[config.mk]
export PLATFORM = sky130hd
export DESIGN_NAME = bus_register_loader
export DESIGN_NICKNAME = d
export VERILOG_FILES = /design/src/rtl/bus_register_loader.sv
export SDC_FILE = /design/constraint.sdc
export NUM_CORES = 1
export LEC_CHECK = 0
export ABC_AREA = 1
export ABC_CLOCK_PERIOD_IN_PS = 4700
export BUFFER_PORTS_ARGS = -buffer_cell sky130_fd_sc_hd__buf_2
export CAP_MARGIN = 20
export CORE_MARGIN = 10
export CORE_UTILIZATION = 59
export DETAILED_ROUTE_END_ITERATION = 6
export PLACE_DENSITY = 0.94
export SLEW_MARGIN = 20
export SYNTH_ARGS = -nofsm -noshare
export SYNTH_HDL_FRONTEND = slang
export SYNTH_SLANG_ARGS = --single-unit
[constraint.sdc]
create_clock -name CLK -period 4.7 [get_ports CLK]
set_input_delay 0.705 -clock CLK [delete_from_list [all_inputs] [get_ports CLK]]
set_output_delay 0.705 -clock CLK [all_outputs]
set_load 0.02 [all_outputs]
[src/rtl/bus_register_loader.sv]
// Receiving end of the 16-bit common bus: loads, increments and clears the
// architectural registers AR, PC, DR, AC, IR and TR, and runs the RAM
// write handshake for the Memory load bit.
// Optional feature macro: MEM_TIMEOUT_EN (abandons a write after TIMEOUT_CYC
// cycles without mem_ack and pulses mem_timeout).
module bus_register_loader #(
    parameter int unsigned DATA_W      = 16,
    parameter int unsigned TIMEOUT_CYC = 16
) (
    input  logic              CLK,
    input  logic              RST,
    input  logic [DATA_W-1:0] bus,
    input  logic [7:0]        load,
    input  logic [7:0]        inc,
    input  logic [7:0]        clr,
    input  logic              mem_ack,
    output logic [DATA_W-1:0] AR,
    output logic [DATA_W-1:0] PC,
    output logic [DATA_W-1:0] DR,
    output logic [DATA_W-1:0] AC,
    output logic [DATA_W-1:0] IR,
    output logic [DATA_W-1:0] TR,
    output logic              mem_we,
    output logic [DATA_W-1:0] mem_addr,
    output logic [DATA_W-1:0] mem_wdata,
    output logic              busy,
    output logic              load_err,
    output logic              mem_timeout
);

    typedef enum logic {
        IDLE  = 1'b0,
        WRITE = 1'b1
    } state_t;

    state_t state, state_n;

    // Index 1..6 follows the bus selection encoding (AR..TR).
    logic [DATA_W-1:0] regs [1:6];

    logic req_any;
    logic expire;

    // Bits with no register behind them are intentionally ignored.
    logic unused_bits;
    assign unused_bits = ^{load[0], inc[0], inc[7], clr[0], clr[7]};

`ifdef MEM_TIMEOUT_EN
    localparam int unsigned CW = (TIMEOUT_CYC > 1) ? $clog2(TIMEOUT_CYC) : 1;
    logic [CW-1:0] tcnt;

    // Counts cycles spent in WRITE; cleared whenever the FSM is idle.
    always_ff @(posedge CLK) begin
        if (RST || state != WRITE)
            tcnt <= '0;
        else
            tcnt <= tcnt + 1'b1;
    end

    // An ack on the expiry edge completes the write instead of timing out.
    assign expire = (state == WRITE) && !mem_ack && (tcnt == CW'(TIMEOUT_CYC - 1));

    // One-cycle pulse on an abandoned write.
    always_ff @(posedge CLK) begin
        if (RST)
            mem_timeout <= 1'b0;
        else
            mem_timeout <= expire;
    end
`else
    logic [31:0] unused_tmo;
    assign unused_tmo  = 32'(TIMEOUT_CYC);
    assign expire      = 1'b0;
    assign mem_timeout = 1'b0;
`endif

    // Next-state decode for the memory write handshake.
    always_comb begin
        state_n = state;
        req_any = (|load[7:1]) | (|inc[6:1]) | (|clr[6:1]);
        case (state)
            IDLE:    if (load[7]) state_n = WRITE;
            WRITE:   if (mem_ack || expire) state_n = IDLE;
            default: state_n = IDLE;
        endcase
    end

    // State register plus write capture and the dropped-request flag.
    always_ff @(posedge CLK) begin
        if (RST) begin
            state     <= IDLE;
            mem_addr  <= '0;
            mem_wdata <= '0;
            load_err  <= 1'b0;
        end else begin
            state    <= state_n;
            load_err <= (state == WRITE) && req_any;
            if (state == IDLE && load[7]) begin
                mem_addr  <= regs[1];
                mem_wdata <= bus;
            end
        end
    end

    // Per-register update, clr > load > inc; frozen while a write is outstanding.
    always_ff @(posedge CLK) begin
        if (RST) begin
            for (int unsigned i = 1; i <= 6; i++)
                regs[i] <= '0;
        end else if (state == IDLE) begin
            for (int unsigned i = 1; i <= 6; i++) begin
                if (clr[i])
                    regs[i] <= '0;
                else if (load[i])
                    regs[i] <= bus;
                else if (inc[i])
                    regs[i] <= regs[i] + 1'b1;
            end
        end
    end

    assign AR     = regs[1];
    assign PC     = regs[2];
    assign DR     = regs[3];
    assign AC     = regs[4];
    assign IR     = regs[5];
    assign TR     = regs[6];
    assign mem_we = (state == WRITE);
    assign busy   = (state == WRITE);

endmodule

==> flow_summary_export.csv, run 1 <==
group,metric,value,unit
outcome,status,"complete, no violations",
placed_design,place.gp.congestion,0.960,
clock_network,clk_pin_slew,60,ps
critical_path,end_kind,"flop",
placed_design,dp_hpwl,17300,um
route,wl_per_cell,18.3,um
critical_path,worstPathRequired,4750,ps
timing,whs,467,ps
critical_path,r2r-end,"regs[0][25]$_DFFE_PP_",
floorplanning,boundaryPins,175,
placed_design,portBuffers,168,
timing,rsz0062_at_grt,"no",
synthesis,synth_seq_area_share,0.470,
critical_path,ff2ff_setup_slack,2510,ps
timing,max_slew.worst_pin.slew,749,ps
synthesis,netlist-cell-type-count,33,
critical_path,cp.arrival,2370,ps
clock_network,cts_sinks,130,
timing,tns,0,ps
clock_network,cts_tree,"built",
grt,grt_max_degree,48,
hold_path,min_path_type,"in2reg",
clock_network,holdBufCountCts,0,
layout,n_fill_cell,1013,
grt,grt_pass1_wl,39200,um
clock_network,clockRootBuffer,"clkbuf_16",
synthesis,synthCells,992,
floorplanning,die_area,17800,sq um
floorplanning,die-height,133,um
route,drt_iter0_markers,1011,
clock_network,cts_buffers,17,
layout,final_util,0.724,
timing,fin_crit,2320,ps
floorplanning,fp.dieW,133,um
pwr,ir_drop,281,uV
synthesis,synth_top_area_frac,0.380,
timing,fmax,431,MHz
timing,hold_violations,0,
synthesis,avgSynthCellArea,7.64,sq um
clock_network,ctsResizeCount,0,
synthesis,syn_area,7580,sq um
critical_path,startpoint,"clr[1]",
critical_path,cp_max_fo,16,
critical_path,timing.rr.start,"busy$_SDFF_PP0_",
route,routed_via_density,5.76,
grt,grtUsageTotal,0.276,
synthesis,ys_ff_latch,130,
layout,area_growth_syn_to_layout,20.6,%
route,drt_drc_violations_left,0,
grt,grt_pass1_vias,7442,
timing,relSlewSlack,0.499,
route,drt-total-wl,24800,um
route,firstDrtPassIters,6,
clock_network,clk_latency,430,ps
floorplanning,design.core.area,12600,sq um
critical_path,crit_path_end,"regs[0][25]$_DFFE_PP_",
layout,finalNetCount,1214,
timing,drv_slew,0,
synthesis,synth_largest_area_cell,"edfxtp_1",
run,maxCapViolations,0,
grt,overflow,0,
route,via_count,7808,
layout,drive_gt1_frac,0.194,
clock_network,cts_setup_buffers,0,
synthesis,yosys-top-cells-area,"edfxtp_1 (38%), nand2_1 (14%), dfxtp_1 (9.0%), nand3_1 (7.0%), nor2_1 (6.7%)",
floorplanning,start_util,0.601,
synthesis,synth_warnings,0,
pwr,p_per_area,357,nW/um^2
clock_network,cts.path.max_buffers,2,
timing,period_share,0.493,
floorplanning,num_rows,41,
timing,skew,6.87,ps
critical_path,ff2ff_path_depth,3,
critical_path,cp-start-kind,"primary input",
grt,antenna_found_initial,6,
critical_path,critPathKind,"in2reg",
timing,final-setup-viol-count,0,
synthesis,syn-num-nets,1041,
clock_network,cts.htree.levels,4,
route,drtAntennaViolNets,0,
pwr,p_leak,0.00430,uW
[routing by layer]
metal,up-vias,GRT usage,part of all wire
met5,-,0,0.0013
met4,4,0.141,0.042
met3,94,0.0902,0.13
met2,521,0.435,0.47
met1,3547,0.330,0.36
li1,3642,-,-
[layout by cell type (no fill, tap or decap), types with 7 or more instances in the layout]
master     instances
clkbuf_1           7
clkbuf_16         20
edfxtp_1          96
dfxtp_1           34
a21oi_1           22
xnor2_1            9
inv_2              7
buf_2            168
o21ai_0           83
o21bai_1          14
nand4_1           15
nand2_1          275
inv_1            116
o22ai_1           14
nand3_1          106
buf_4              7
nor2_1           135
[Yosys cell counts]
master / count
nand2_1: 275
nor2_1: 136
inv_1: 116
nand3_1: 106
edfxtp_1: 96
o21ai_0: 83
dfxtp_1: 34
a21oi_1: 22
nand4_1: 15
o21bai_1: 14
o22ai_1: 14
xnor2_1: 9
buf_2: 8
buf_4: 7
inv_2: 7
ha_1: 6
o22ai_2: 6
nand3_4: 5
nand3_2: 4
nor3_1: 4
o21ai_1: 4
a31oi_1: 3
clkbuf_1: 3
xor2_1: 3
buf_6: 2
o2111ai_1: 2
or2_2: 2
buf_8: 1
clkinv_1: 1
conb_1: 1
nand4_4: 1
nor2_4: 1
nor3_4: 1
[stage by stage]
step	instances	power, uW	area, sq um	setup slack [ps]
6_report	1355	3270	9140	2380
5_1_grt	1354	3370	9140	2200
4_1_cts	1350	3260	9130	2420
3_5_place_dp	1318	1990	8550	1980
3_3_place_gp	1318	1980	8550	2060
2_1_floorplan	992	1770	7580	2280
[power breakdown]
group	switching, uW	internal (uW)
logic	364	152
clock network	473	810
registers	120	1350
total	957	2310
[final cells by class]
type / count / area, sq um / area share
antenna: 5 / 12.5 / 0.00137
timing repair buffer: 175 / 893 / 0.0977
clock buffer: 30 / 568 / 0.0621
inverter: 124 / 465 / 0.0509
multi-input combinational: 717 / 3410 / 0.373
sequential: 130 / 3560 / 0.390
tap: 172 / 215 / 0.0235
clock inverter: 2 / 10.0 / 0.00110
[flip-flops by register name, indices dropped and copies added (netlist names)]
| signal | count |
|---|---|
| mem_addr | 16 |
| regs | 96 |
| mem_wdata | 16 |
| busy | 1 |
| load_err | 1 |
[critical path, cell delays in order]
cell and delay (ps):
buf_2 120, inv_1 120, nand3_1 150, nor3_4 550, inv_1 130, nand2_1 590
[how the worst min path moves through the flow]
stage,from,to,cells past startpoint
floorplan,mem_addr[4]$_SDFFE_PP0P_,mem_addr[4]$_SDFFE_PP0P_,2
global placement,mem_addr[8]$_SDFFE_PP0P_,mem_addr[8]$_SDFFE_PP0P_,2
detailed placement,mem_wdata[9]$_SDFFE_PP0P_,mem_wdata[9]$_SDFFE_PP0P_,2
CTS,mem_ack,busy$_SDFF_PP0_,2
global route,mem_ack,busy$_SDFF_PP0_,2
finish,mem_ack,busy$_SDFF_PP0_,2
[cells by family after synthesis]
kind of cell	count (synthesis)	synth area share
other	1	0.000495
buffers and inverters	145	0.0801
XOR/XNOR	12	0.0139
AND/OR/NAND/NOR	550	0.313
adder cells (fa/ha/maj)	6	0.00990
flip-flops	130	0.470
AO/OA/AOI/OAI	148	0.112
(Power assumes the default switching activity.)
==> inputs of run 2 (changes only) <==
- ABC_AREA: 1 -> 0
- ABC_CLOCK_PERIOD_IN_PS: 4700 -> 2160
- CORE_UTILIZATION: 59 -> 54
- PLACE_DENSITY: 0.94 -> 0.89
- clock period: 4.7 -> 2.16 ns (I/O delays scaled with it)
==> run 2 against run 1 <==
  * Hold slack worse by 300 ps
  * Synthesized cell count down 26%
  * Register-to-register slack worse by 2300 ps
  * Clock skew up 1.8 ps
  * Clock power up 95%
  * Setup slack worse by 2100 ps
  * Sequential cell count unchanged
  * Critical path type is now reg2reg
  * Largest cell class unchanged
  * Highest routed layer unchanged
==> flow_summary_export.csv, run 2 <==
group,metric,value,unit
clock_network,clockRootBuffer,"clkbuf_16",
critical_path,cp-start-kind,"flop",
timing,fin_crit,1920,ps
pwr,p_per_area,764,nW/um^2
clock_network,cts.path.max_buffers,2,
timing,skew,8.71,ps
timing,tns,0,ps
timing,whs,165,ps
timing,drv_slew,0,
hold_path,hold_depth,3,
layout,mostFrequentLayoutCells,"nand2_1 (184), buf_2 (168), edfxtp_1 (96), xnor2_1 (62), o21ai_1 (62)",
clock_network,clk_latency,430,ps
route,drtAntennaViolNets,0,
placed_design,portBuffers,168,
run,maxCapViolations,0,
placed_design,placement.cell_area,8120,sq um
pwr,p_leak,0.00328,uW
timing,hold_violations,0,
route,routed_via_density,5.70,
synthesis,synth_seq_area_share,0.504,
outcome,status,"complete, no violations",
timing,fmax,522,MHz
grt,grt_pass1_wl,33400,um
route,via_count,6308,
hold_path,hold_end,"busy$_SDFF_PP0_",
synthesis,netlist-cell-type-count,36,
synthesis,synth_top_area_frac,0.408,
synthesis,ys_ff_latch,130,
hold_path,min_from,"mem_ack",
floorplanning,design.core.area,12700,sq um
hold_path,min_path_type,"in2reg",
layout,drive_gt1_frac,0.278,
layout,finalNetCount,968,
floorplanning,start_util,0.556,
synthesis,synth_warnings,0,
critical_path,r2r-end,"regs[0][79]$_DFFE_PP_",
layout,top_regs,"regs x96, mem_addr x16, mem_wdata x16",
synthesis,yosys-top-cells-count,"nand2_1 (184), edfxtp_1 (96), o21ai_1 (62), xnor2_1 (62), dfxtp_1 (34)",
critical_path,cp.arrival,2090,ps
grt,grtUsageTotal,0.237,
layout,largest_reg_flops,96,
synthesis,yosysMostFrequentCell,"nand2_1",
critical_path,worstPathRequired,2330,ps
timing,final-setup-viol-count,0,
timing,max_slew.worst_pin.slew,646,ps
pwr,ir_drop,440,uV
clock_network,cts_tree,"built",
grt,overflow,0,
timing,relSlewSlack,0.569,
critical_path,ff2ff_path_depth,4,
clock_network,cts_sinks,130,
floorplanning,fp.dieW,134,um
layout,n_fill_cell,1004,
clock_network,cts_setup_buffers,0,
synthesis,async_flop_share,0,
route,drt_iter0_markers,628,
grt,grt_max_degree,43,
route,wl_per_cell,19.5,um
placed_design,place_ws,305,ps
floorplanning,boundaryPins,175,
floorplanning,die_area,18100,sq um
synthesis,synth_largest_area_cell,"edfxtp_1",
critical_path,ff2ff_setup_slack,240,ps
synthesis,syn_area,7070,sq um
critical_path,end_kind,"flop",
synthesis,syn-num-nets,788,
route,drt-total-wl,21500,um
layout,final_common_cell,"nand2_1",
grt,antenna_found_initial,3,
synthesis,synthFlopType,"edfxtp_1",
route,firstDrtPassIters,6,
critical_path,cp_max_fo,7,
timing,worst_slack,243,ps
layout,finalInstanceArea,8630,sq um
synthesis,yosys-top-cells-area,"edfxtp_1 (41%), nand2_1 (9.8%), dfxtp_1 (9.6%), xnor2_1 (7.7%), o21ai_1 (4.4%)",
layout,area_growth_syn_to_layout,22.0,%
timing,period_share,0.888,
clock_network,holdBufCountCts,0,
synthesis,synthCells,739,
placed_design,place.gp.congestion,0.906,
critical_path,critPathKind,"reg2reg",
grt,grt_pass1_vias,6102,
route,drt_drc_violations_left,0,
clock_network,clk_pin_slew,60,ps
placed_design,dp_hpwl,14800,um
critical_path,timing.rr.start,"regs[0][69]$_DFFE_PP_",
clock_network,cts_buffers,17,
clock_network,cts.htree.levels,4,
timing,rsz0062_at_grt,"no",
floorplanning,num_rows,41,
floorplanning,die-height,134,um
synthesis,avgSynthCellArea,9.57,sq um
layout,max_flop_register,"regs",
clock_network,ctsResizeCount,0,
synthesis,synth-edff-count,96,
run 2: cell types whose count changed in the layout (fill, tap and decap cells not counted), sizes merged, moves of 10 or more:
cell    before  now
a21oi       22   33
buf        175  191
clkbuf      30   20
inv        123   19
nand2      275  184
nand3      115   30
nand4       16   29
nor2       137   14
nor3         5   31
nor4         0   24
o22ai       20    0
xnor2        9   62
xor2         3   21
run 2: worst max-delay path by stage:
stage / start / to / slack, ps / depth (start not counted)
6_report: regs[0][69]$_DFFE_PP_ / regs[0][79]$_DFFE_PP_ / 240 / 4
5_1_grt: regs[0][69]$_DFFE_PP_ / regs[0][79]$_DFFE_PP_ / 200 / 4
4_1_cts: regs[0][69]$_DFFE_PP_ / regs[0][79]$_DFFE_PP_ / 290 / 4
3_3_place_gp: RST / regs[0][91]$_DFFE_PP_ / 340 / 6
3_5_place_dp: RST / regs[0][40]$_DFFE_PP_ / 300 / 7
2_1_floorplan: busy$_SDFF_PP0_ / regs[0][100]$_DFFE_PP_ / 330 / 2
run 2: final cells by class:
class / count / area (sq um) / share of cell area
inverters: 19 / 71.3 / 0.00827
multi-input cells: 560 / 3250 / 0.377
clock buffers: 20 / 437 / 0.0506
diodes: 2 / 5.00 / 0.000580
well taps: 172 / 215 / 0.0249
flip-flops and latches: 130 / 3560 / 0.413
clock inverters: 12 / 68.8 / 0.00798
repair buffers: 191 / 1010 / 0.117
run 2: stage by stage:
step	utilization	std cells	total power, uW
after floorplan	-	739	3710
after global placement	0.638	1072	4110
after detailed placement	0.638	1072	4140
after CTS	0.678	1104	6600
after global routing	0.678	1104	6830
final	0.678	1106	6590
run 2: layer usage:
metal / track usage / up-vias / share of wire / wire, um
li1: - / 2998 / - / -
met4: 0.0762 / 2 / 0.017 / 362
met2: 0.376 / 340 / 0.47 / 10200
met3: 0.0900 / 33 / 0.12 / 2670
met1: 0.292 / 2935 / 0.39 / 8320
met5: 0 / - / 0.00060 / 13
run 2: critical path, cell delays in order (launching register included):
cell,delay (ps)
edfxtp_1,450
nand4_1,320
nor4_1,620
xnor2_1,200
o21ai_1,80
run 2: kinds of logic after synthesis:
group	Yosys count	synth area share
DFF	130	0.504
other	1	0.000530
buffers and inverters	49	0.0363
muxes	1	0.00142
adders and majority gates	6	0.0106
and+or+nand+nor	334	0.228
AOI/OAI and AO/OA	135	0.116
xor gates and xnor gates	83	0.103
run 2: power by group:
part	total [uW]	internal (uW)	switching, uW
registers	3120	2890	230
logic	985	324	661
clock network	2490	1440	1050
==> inputs of run 3 (changes only) <==
- PLACE_DENSITY: 0.89 -> 0.81
==> run 3 against run 2 <==
  * Sequential power about the same
  * Die area stayed put
  * Wire length shrank 0.52%
  * First-iteration DRC count increased by 5.6%
  * Non-clock buffer count increased by 2
  * Clock skew fell by 2.7 ps
  * Clock power grew 23%
  * Count of clock-buffer cells in the layout increased by 4
  * Critical endpoint is now regs[0][30]$_DFFE_PP_
  * Sequential cell count unchanged
  * Hold slack got worse by 2.0 ps
  * Largest power group unchanged
  * Maximum frequency grew 3.8%
  * Setup slack improved by 70 ps
==> flow_summary_export.csv, run 3 (synthesized netlist as in run 2, its figures left out) <==
group,metric,value,unit
timing,whs,163,ps
route,routed_via_density,5.63,
floorplanning,design.core.area,12700,sq um
clock_network,clk_latency,430,ps
floorplanning,num_rows,41,
grt,overflow,0,
route,wl_per_cell,19.3,um
grt,grt_pass1_vias,6087,
critical_path,ff2ff_setup_slack,310,ps
grt,grt_pass1_wl,33700,um
route,drt-total-wl,21400,um
clock_network,cts_sinks,130,
route,drt_drc_violations_left,0,
placed_design,dp_hpwl,14900,um
clock_network,ctsResizeCount,0,
timing,period_share,0.855,
critical_path,cp_cell_sequence,"ha_1 > nand4_1 > nor4_1 > xnor2_1 > o21ai_1",
critical_path,cp_max_fo,7,
timing,hold_violations,0,
clock_network,cts_setup_buffers,0,
route,firstDrtPassIters,5,
clock_network,holdBufCountCts,0,
timing,tns,0,ps
clock_network,clk_pin_slew,60,ps
clock_network,cts.path.max_buffers,2,
pwr,p_leak,0.00337,uW
layout,mostFrequentLayoutCells,"nand2_1 (184), buf_2 (168), edfxtp_1 (96), xnor2_1 (62), o21ai_1 (62)",
route,drt_iter0_markers,663,
clock_network,clockRootBuffer,"clkbuf_16",
critical_path,max_stage_delay,480,ps
hold_path,min_path_type,"in2reg",
timing,rsz0062_at_grt,"no",
timing,drv_slew,0,
route,via_count,6234,
layout,final_util,0.691,
layout,area_growth_syn_to_layout,24.4,%
outcome,status,"complete, no violations",
critical_path,cp.arrival,2020,ps
timing,fin_crit,1850,ps
critical_path,critPathKind,"reg2reg",
floorplanning,boundaryPins,175,
run,maxCapViolations,0,
placed_design,portBuffers,168,
grt,grtUsageTotal,0.239,
critical_path,slowest_stage,"edfxtp_1",
route,drtAntennaViolNets,0,
placed_design,place_ws,343,ps
grt,grt_max_degree,33,
grt,antenna_found_initial,1,
floorplanning,die_area,18100,sq um
timing,fmax,541,MHz
timing,worst_slack,312,ps
pwr,ir_drop,478,uV
clock_network,cts_tree,"built",
pwr,p_per_area,814,nW/um^2
clock_network,cts.htree.levels,4,
layout,finalNetCount,970,
critical_path,end_kind,"flop",
layout,drive_gt1_frac,0.284,
timing,final-setup-viol-count,0,
layout,max_flop_register,"regs",
timing,max_slew.worst_pin.slew,640,ps
floorplanning,start_util,0.556,
layout,top_regs,"regs x96, mem_addr x16, mem_wdata x16",
layout,final_common_cell,"nand2_1",
placed_design,place.gp.congestion,0.893,
layout,largest_reg_flops,96,
timing,skew,5.98,ps
timing,relSlewSlack,0.573,
floorplanning,die-height,134,um
critical_path,worstPathRequired,2330,ps
critical_path,cp-start-kind,"flop",
clock_network,cts_buffers,17,
placed_design,placement.cell_area,8140,sq um
floorplanning,fp.dieW,134,um
layout,finalInstanceArea,8800,sq um
run 3: final cells by class:
cell class	count	area, sq um
Clock inverter	8	81.3
Fill cell	1020	3930
Inverter	19	71.3
Tap cell	172	215
Timing Repair Buffer	193	1040
Antenna cell	2	5.00
Clock buffer	24	567
Sequential cell	130	3560
Multi-Input combinational cell	560	3250
run 3: final timing paths:
kind	from	to	cells after the start
worst max-delay path	regs[0][16]$_DFFE_PP_	regs[0][30]$_DFFE_PP_	5
worst min-delay path	mem_ack	busy$_SDFF_PP0_	3
worst max register to register	regs[0][16]$_DFFE_PP_	regs[0][30]$_DFFE_PP_	5
worst min register to register	mem_wdata[6]$_SDFFE_PP0P_	mem_wdata[6]$_SDFFE_PP0P_	2
run 3: through the flow:
stage	total power, uW	instances
after floorplan	3710	739
after global placement	4130	1074
after detailed placement	4150	1074
after CTS	7180	1106
after global routing	7420	1106
final	7160	1108
run 3: power breakdown:
part	switching (uW)	leakage, uW	internal (uW)	total, uW
Sequential	223	0.00137	2880	3110
Clock	1110	0.000320	1960	3060
Combinational	660	0.00167	331	991
Total	1990	0.00337	5170	7160
run 3: routing by layer:
metal  GRT usage  share of wire
met1       0.312           0.42
met5           0              0
met2       0.372           0.47
met3      0.0739          0.099
met4      0.0726          0.014
run 3: worst max-delay path, delay by kind of cell, from the launching register on:
family	cells	cell delay, ps
xor+xnor	1	170
compound gates	1	70
flops	1	480
simple gates	2	580
fa+ha+maj	1	280
